## src/rtl/button_conditioner_if.sv

```systemverilog
// rtl/button_conditioner_if.sv - button bundle between raw inputs and conditioned outputs
// Purpose: groups the four raw button levels with their conditioned outputs.
// Signals:
//   btn_in [3:0]  raw asynchronous button levels (bit0 Select, bit1 Quit,
//                 bit2 selectRight, bit3 selectLeft)
//   db     [3:0]  debounced level per channel
//   scen   [3:0]  single-clock enable, one pulse per accepted press
//   mcen   [3:0]  multi-clock enable, press pulse plus auto-repeat pulses
// Modports: master drives btn_in and observes outputs; slave is the conditioner.
interface button_conditioner_if;
  logic [3:0] btn_in;
  logic [3:0] db;
  logic [3:0] scen;
  logic [3:0] mcen;

  modport master (output btn_in, input db, input scen, input mcen);
  modport slave  (input btn_in, output db, output scen, output mcen);
endinterface

```

## src/rtl/button_conditioner.sv

```systemverilog
// rtl/button_conditioner.sv - four-channel button synchronizer, debouncer and auto-repeat
// Purpose: conditions four raw buttons for the game FSM. Each channel has a
//   2-flop synchronizer feeding a Moore FSM that debounces press and release,
//   emits a single press pulse (scen) and a repeating pulse (mcen) while held.
// Ports:
//   Clk    system clock, rising edge
//   Reset  synchronous active-high reset, overrides everything
//   btnIf  button_conditioner_if.slave (btn_in in; db/scen/mcen out)
module button_conditioner #(
  parameter int DEBOUNCE_CYCLES = 4,
  parameter int REPEAT_CYCLES   = 8
) (
  input  logic                 Clk,
  input  logic                 Reset,
  button_conditioner_if.slave  btnIf
);

  localparam int MAX_CYCLES = (DEBOUNCE_CYCLES > REPEAT_CYCLES) ? DEBOUNCE_CYCLES : REPEAT_CYCLES;
  localparam int CNT_W      = $clog2(MAX_CYCLES + 1);

  localparam logic [CNT_W-1:0] DB_LAST = CNT_W'(DEBOUNCE_CYCLES - 1);
  localparam logic [CNT_W-1:0] RP_LAST = CNT_W'(REPEAT_CYCLES - 1);

  typedef enum logic [2:0] {
    IDLE = 3'd0,
    WQ   = 3'd1,
    SCEN = 3'd2,
    HOLD = 3'd3,
    MCEN = 3'd4,
    WR   = 3'd5
  } stateT;

  logic [3:0]       s1;
  logic [3:0]       s2;
  stateT            state     [4];
  stateT            nextState [4];
  logic [CNT_W-1:0] cnt       [4];
  logic [CNT_W-1:0] nextCnt   [4];
  logic [3:0]       dbR;
  logic [3:0]       scenR;
  logic [3:0]       mcenR;

  // State register, counters and synchronizer.
  always_ff @(posedge Clk) begin
    if (Reset) begin
      s1 <= '0;
      s2 <= '0;
      for (int i = 0; i < 4; i++) begin
        state[i] <= IDLE;
        cnt[i]   <= '0;
      end
    end else begin
      s1 <= btnIf.btn_in;
      s2 <= s1;
      for (int i = 0; i < 4; i++) begin
        state[i] <= nextState[i];
        cnt[i]   <= nextCnt[i];
      end
    end
  end

  // Next-state logic. The counter only advances while waiting, and every
  // terminal count forces a state change, so it can never wrap.
  always_comb begin
    for (int i = 0; i < 4; i++) begin
      nextState[i] = state[i];
      nextCnt[i]   = '0;
      case (state[i])
        IDLE: begin
          if (s2[i]) nextState[i] = WQ;
        end
        WQ: begin
          if (!s2[i])                nextState[i] = IDLE;
          else if (cnt[i] == DB_LAST) nextState[i] = SCEN;
          else                       nextCnt[i]   = cnt[i] + CNT_W'(1);
        end
        SCEN: begin
          // Input is ignored for this one cycle; the press is already accepted.
          nextState[i] = HOLD;
        end
        HOLD: begin
          if (!s2[i])                nextState[i] = WR;
          else if (cnt[i] == RP_LAST) nextState[i] = MCEN;
          else                       nextCnt[i]   = cnt[i] + CNT_W'(1);
        end
        MCEN: begin
          nextState[i] = s2[i] ? HOLD : WR;
        end
        WR: begin
          // A high sample during release debounce restarts the repeat interval.
          if (s2[i])                 nextState[i] = HOLD;
          else if (cnt[i] == DB_LAST) nextState[i] = IDLE;
          else                       nextCnt[i]   = cnt[i] + CNT_W'(1);
        end
        default: nextState[i] = IDLE;
      endcase
    end
  end

  // Moore outputs decoded from registered state only.
  always_comb begin
    dbR   = '0;
    scenR = '0;
    mcenR = '0;
    for (int i = 0; i < 4; i++) begin
      dbR[i]   = (state[i] == SCEN) || (state[i] == HOLD) ||
                 (state[i] == MCEN) || (state[i] == WR);
      scenR[i] = (state[i] == SCEN);
      mcenR[i] = (state[i] == SCEN) || (state[i] == MCEN);
    end
  end

  assign btnIf.db   = dbR;
  assign btnIf.scen = scenR;
  assign btnIf.mcen = mcenR;

endmodule
```

## src/flat_wrapper.sv

```systemverilog
// flat-port wrapper written by rule: the top's interface ports become plain ports
module button_conditioner_flat 
#(
  parameter int DEBOUNCE_CYCLES = 4,
  parameter int REPEAT_CYCLES   = 8
)
  (Clk, Reset, btnIf_btn_in, btnIf_db, btnIf_scen, btnIf_mcen);
  button_conditioner_if btnIf_i ();
  input  logic Clk;
  input  logic Reset;
  input wire logic [$bits(btnIf_i.btn_in)-1:0] btnIf_btn_in;
  output wire logic [$bits(btnIf_i.db)-1:0] btnIf_db;
  output wire logic [$bits(btnIf_i.scen)-1:0] btnIf_scen;
  output wire logic [$bits(btnIf_i.mcen)-1:0] btnIf_mcen;
  assign btnIf_i.btn_in = btnIf_btn_in;
  assign btnIf_db = btnIf_i.db;
  assign btnIf_scen = btnIf_i.scen;
  assign btnIf_mcen = btnIf_i.mcen;
  button_conditioner #(.DEBOUNCE_CYCLES(DEBOUNCE_CYCLES), .REPEAT_CYCLES(REPEAT_CYCLES)) u_core (.Clk(Clk), .Reset(Reset), .btnIf(btnIf_i));
endmodule
```

## config.mk

```make
export PLATFORM = sky130hd
export DESIGN_NAME = button_conditioner_flat
export DESIGN_NICKNAME = d
export VERILOG_FILES = /design/src/rtl/button_conditioner_if.sv /design/src/rtl/button_conditioner.sv /design/src/flat_wrapper.sv
export SDC_FILE = /design/constraint.sdc
export NUM_CORES = 1
export LEC_CHECK = 0
export CORE_AREA = 2 2 66 74
export DETAILED_ROUTE_END_ITERATION = 6
export DIE_AREA = 0 0 68 76
export GPL_ROUTABILITY_DRIVEN = 0
export SYNTH_ARGS = -nofsm -noshare
export SYNTH_HDL_FRONTEND = slang
export SYNTH_SLANG_ARGS = --single-unit
```

## constraint.sdc

```tcl
create_clock -name Clk -period 1.35 [get_ports Clk]
set_input_delay 0.27 -clock Clk [delete_from_list [all_inputs] [get_ports Clk]]
set_output_delay 0.27 -clock Clk [all_outputs]
set_load 0.01 [all_outputs]
```

==> reports/metrics.yaml, run 1 <==
core_area_um2: 4490
synthTopCellsByArea: "dfxtp_1, nand2b_1, nor2b_1"
area_growth_pct: 43.6
synth_edf_count: 0
dpl_cell_area_um2: 2340
cap_viol_max_count: 0
final_common_cell: "buf_4"
finalCritPeriodShare_pct: 105
r2r_cells: 4
path_max_fanout: 3
num_vias: 1702
die_height_um: 76
root_buffer: "clkbuf_8"
min_period_ns: 1.41
ctsHoldBuffers: 0
cp_cell_sequence: "or2b_1, a21oi_1, buf_2"
cts.clk_slew.worst_paths_ns: 0.07
synth_area_um2: 1850
synth.top_cell.area_share_pct: 38.9
holdWs_ns: 0.445
clock_sinks: 36
synthCells: 221
rows: 26
antenna_cells: 0
critPathLaunchType: "flip-flop"
hold_class: "reg2reg"
finalNetCount: 291
grt_start_max_net_pins: 11
async_flop_share_pct: 0
crit_family: "flip-flops"
cp-end-kind: "primary output"
die_x_um: 68
finalMaxSlewViolations: 0
worst-path-buf-inv: 1
violations: "setup timing"
r2r-end: "u_core.cnt[0][2]"
wire_per_inst_um: 12.0
yosysWarnings: 0
grt_pass1_vias: 1603
avgSynthCellArea_um2: 8.38
grt_util_all_layers_pct: 16.8
leakage_uw: 0.00108
rsz0062_at_grt: "true"
crit_type: "reg2out"
grt_pass1_wl_um: 6810
dp_cells: 324
clk_path_buf_depth: 2
cts_tree: "built"
htreeDepth: 2
tightest_slew_ns: 0.338
place.port_buffers: 17
finalHoldViolCount: 0
vias_per_cell: 5.04
drc: 0
final_cells: 338
drt_iter0_drc: 87
dieArea_um2: 5170
relSlewSlack_pct: 77.4
critical_path.slowest_cell: "dfxtp_2"
setup_viol: 3
antenna_found_initial: 0
mostFrequentLayoutCells: "buf_4, dfxtp_1, nor2_1"
finClkSkew_ns: 0.00494
irDropWorstVdd_mv: 0.605
ys_ff_latch: 36
start_util_pct: 41.2
synth_largest_area_cell: "dfxtp_1"
worstPathRequired_ns: 1.08
power_density_nw_per_um2: 740
cp.arrival_ns: 1.14
r2r_start: "u_core.state[0][1]"
first_pass_iters: 4
numCtsBuffers: 5
clock.fmax_mhz: 708
clkLatencyLatePin_ns: 0.29
ys_seq_area_share_pct: 38.9
hold_depth: 1
crit_path_max_incr_delay_ns: 0.34
min_from: "u_core.s1[2]"
grt_overflow: 0
timing.final.ws_setup_ns: -0.0630
drtAntennaViolNets: 0
routed_wl_um: 4060
reg2reg_slack_ns: -0.01
syn-num-nets: 231
synth.distinct_cells: 50
io_pins: 18
final_area_um2: 2660
drive_gt1_share_pct: 40.4
outcome: "finished with violations"
post-dp-hpwl_um: 2710
hold-path-endpoint: "u_core.s2[2]"
synth_top_flop_cell: "dfxtp_1"
==> worst max path at each step <==
| stage | end | startpoint | cells past startpoint |
|---|---|---|---|
| 2_1_floorplan | u_core.state[0][10] | u_core.cnt[3][0] | 5 |
| 3_3_place_gp | btnIf_mcen[0] | u_core.state[0][2] | 3 |
| 3_5_place_dp | btnIf_mcen[0] | u_core.state[0][2] | 3 |
| 4_1_cts | btnIf_mcen[0] | u_core.state[0][2] | 3 |
| 5_1_grt | btnIf_scen[0] | u_core.state[0][2] | 3 |
| 6_report | btnIf_mcen[0] | u_core.state[0][2] | 3 |
==> cells in the mapped netlist (2+ instances only) <==
cell and number:
nor3_1 2, clkbuf_1 7, inv_1 8, o221ai_1 2, and2_1 2, a21oi_1 16
nand2b_1 16, and2b_1 2, nor3b_1 4, nand2_1 15, o31ai_1 2, a211oi_1 3
or3b_1 2, xnor2_1 5, o21ai_0 9, nor2_1 23, nor2b_1 15, dfxtp_1 36
buf_2 2, a31oi_1 2, o22a_1 2, a221oi_1 2, nand3_1 9, a2111oi_0 2
xor2_1 4, ha_1 4, a41oi_1 2
==> per-stage QoR <==
stage	power, µW	util [%]	worst slack, ns	setup TNS (ns)
floorplan	1150	-	0.0581	0
global placement	1200	52.2	-0.166	-2.29
detailed placement	1200	52.2	-0.182	-2.58
CTS	1990	55.5	-0.0649	-0.129
global route	2050	59.3	-0.145	-0.610
finish	1970	59.3	-0.0630	-0.111
==> state kept, by name, indices dropped and copies added, names as in the netlist <==
| name | flops |
|---|---|
| u_core.cnt | 16 |
| u_core.s2 | 4 |
| u_core.s1 | 4 |
| u_core.state | 12 |
==> where the power goes <==
group	switching (µW)	internal [µW]
clock network	378	416
logic	40.7	52.1
registers	12.7	1070
total	432	1540
==> metal layers <==
metal	routed length (µm)	vias to the layer above	global-route usage, %
met4	67	0	6.60
met5	0	-	0
met1	1920	791	21.0
met2	1990	11	26.5
met3	83	5	4.87
li1	-	895	-
==> worst reg2reg max path, cell delays in order, from the launching register on <==
cell,delay [ns]
dfxtp_1,0.33
buf_4,0.17
or3b_4,0.42
o22a_1,0.24
nor3_2,0.14
==> kinds of logic after synthesis <==
kind of cell	count (synthesis)	share of synthesized area (%)
AO/OA/AOI/OAI	53	19.5
XOR/XNOR	9	4.26
adder cells (fa/ha/maj)	4	2.70
buffers and inverters	19	4.60
flip-flops	36	38.9
AND/OR/NAND/NOR	100	30.0
==> final cells by class <==
type	count	area [µm²]
Clock buffer	8	90.1
Fill cell	404	1830
Inverter	8	30.0
Multi-Input combinational cell	166	1240
Sequential cell	36	743
Tap cell	56	70.1
Timing Repair Buffer	64	483
==> what timing repair did <==
action,4_1_cts,5_1_grt
endpoints found under the hold margin,0,0
pin swaps,7,9
endpoints found under the setup margin,16,28
buffers inserted,3,3
resized for setup,67,42
Power figures use the tool's default switching activity.
==> run 2: changes to the inputs <==
ABC_AREA = 1   (was default)
CORE_AREA = 2 2 70 78   (was 2 2 66 74)
DIE_AREA = 0 0 72 80   (was 0 0 68 76)
==> reports/metrics.yaml, run 2 <==
place.port_buffers: 17
die_x_um: 72
drt_iter0_drc: 122
synth.distinct_cells: 22
path_max_fanout: 4
mostFrequentLayoutCells: "nand2_1, buf_4, inv_1"
vias_per_cell: 4.79
start_util_pct: 41.6
leakage_uw: 0.00144
htreeDepth: 2
numCtsBuffers: 5
p_total_uw: 5470
dieArea_um2: 5760
grt_pass1_vias: 2022
largest_register: "u_core.cnt"
root_buffer: "clkbuf_8"
netlist_top_cells_count: "nand2_1, nor2_1, inv_1"
avgSynthCellArea_um2: 6.22
fillers: 474
critPathLaunchType: "flip-flop"
finalCritPeriodShare_pct: 105
power_density_nw_per_um2: 1810
finalNetCount: 414
clkLatencyLatePin_ns: 0.28
ys_seq_area_share_pct: 34.9
grt_start_max_net_pins: 11
grt_util_all_layers_pct: 17.1
outcome: "finished with violations"
syn-num-nets: 342
die_height_um: 80
setup_viol: 2
rows: 27
cp-end-kind: "primary output"
worstPathRequired_ns: 1.08
synth_area_um2: 2070
hold_class: "reg2reg"
violations: "setup timing"
finClkSkew_ns: 0.00941
grt_pass1_wl_um: 8000
synth_top_flop_cell: "dfxtp_1"
synth.top_cell.area_share_pct: 34.9
antenna_cells: 0
synthCells: 332
timing.final.ws_setup_ns: -0.0684
drtAntennaViolNets: 0
num_vias: 2211
first_pass_iters: 4
yosysWarnings: 0
clock_sinks: 36
synthMostInstantiatedCell: "nand2_1"
drive_gt1_share_pct: 40.3
ys_ff_latch: 36
largest_register_ffs: 16
cts_tree: "built"
tightest_slew_ns: 0.195
area_growth_pct: 46.4
clock.fmax_mhz: 705
relSlewSlack_pct: 86.9
finalHoldViolCount: 0
crit_path_max_incr_delay_ns: 0.37
core_area_um2: 4970
rsz0062_at_grt: "true"
final_common_cell: "nand2_1"
cp_cell_sequence: "nor2_4, inv_2, nor2_4, inv_2, nand4_1, buf_2"
antenna_found_initial: 0
cts.clk_slew.worst_paths_ns: 0.07
synth_largest_area_cell: "dfxtp_1"
drc: 0
irDropWorstVdd_mv: 0.958
synthTopCellsByArea: "dfxtp_1, nand2_1, nand3_1"
cap_viol_max_count: 0
min_period_ns: 1.42
crit_type: "reg2out"
grt_overflow: 0
clk_path_buf_depth: 2
post-dp-hpwl_um: 3400
wire_per_inst_um: 10.6
cp.arrival_ns: 1.15
critical_path.slowest_cell: "dfxtp_4"
synth_edf_count: 0
io_pins: 18
async_flop_share_pct: 0
reg.largest.list: "u_core.cnt: 16 flops, u_core.state: 12 flops"
post-route-util_pct: 60.9
crit_family: "flip-flops"
finalMaxSlewViolations: 0
routed_wl_um: 4880
worst-path-buf-inv: 3
## run 2: cell types whose count changed after synthesis, sizes merged, moves of 15 or more
cell and delta:
nand2 +62, inv +49, nor2 +41, nand3 +34, nand2b -16, nor2b -15
## run 2: layer usage
layer	global-route usage (%)	wire length, µm
met5	0	0
met4	5.66	52
met3	4.04	156
met2	28.9	2490
met1	21.4	2190
## run 2: worst paths after layout
kind	start	to	slack [ns]	cells past startpoint
worst max-delay path	u_core.state[0][3]	btnIf_db[1]	-0.07	6
worst max register to register	u_core.state[0][5]	u_core.state[0][5]	0.02	9
worst min-delay path	u_core.s1[3]	u_core.s2[3]	0.39	2
worst min register to register	u_core.s1[3]	u_core.s2[3]	0.39	2
## run 2: layout make-up
type	instances	area, µm²	share of cell area, %
clock buffers	7	96.3	3.19
inverters	57	221	7.32
multi-input cells	234	1350	44.6
flip-flops and latches	36	749	24.8
well taps	58	72.6	2.40
repair buffers	70	537	17.7
## run 2: power by group
| group | internal [µW] | total [µW] | switching [µW] |
|---|---|---|---|
| clock | 455 | 828 | 373 |
| sequential | 1290 | 1500 | 210 |
| combinational | 1450 | 3140 | 1680 |
| total | 3200 | 5470 | 2270 |
## run 2: cell families (layout without fill, tap and decap cells)
group                    Yosys count  after routing  share of synthesized area, %
AND/OR/NAND/NOR                  192            192                          39.7
flip-flops                        36             36                          34.9
adder cells (fa/ha/maj)            4              4                          2.42
buffers and inverters             62            134                          11.8
AO/OA/AOI/OAI                     30             30                          7.81
XOR/XNOR                           8              8                          3.39
## run 2: worst min-delay path, delay by kind of cell (launching register included)
| family | cells | cell delay (ns) |
|---|---|---|
| DFF | 1 | 0.30 |
| buffers and inverters | 1 | 0.04 |
| and+or+nand+nor | 1 | 0.03 |
## run 2: per-stage QoR
step | setup WS, ns | area [µm²] | std cells | TNS [ns] | hold slack [ns]
2_1_floorplan | 0.0890 | 2070 | 332 | 0 | 0.377
3_3_place_gp | -0.211 | 2630 | 449 | -1.83 | 0.392
3_5_place_dp | -0.236 | 2630 | 449 | -2.14 | 0.395
4_1_cts | -0.0752 | 2740 | 458 | -0.186 | 0.397
5_1_grt | -0.101 | 3020 | 462 | -0.426 | 0.419
6_report | -0.0684 | 3020 | 462 | -0.104 | 0.394
## run 2: repair_timing
action	CTS	global route
pin swaps	4	25
endpoints found under the setup margin	16	31
gates resized for setup	74	84
buffers inserted	2	5
hold buffers	0	0
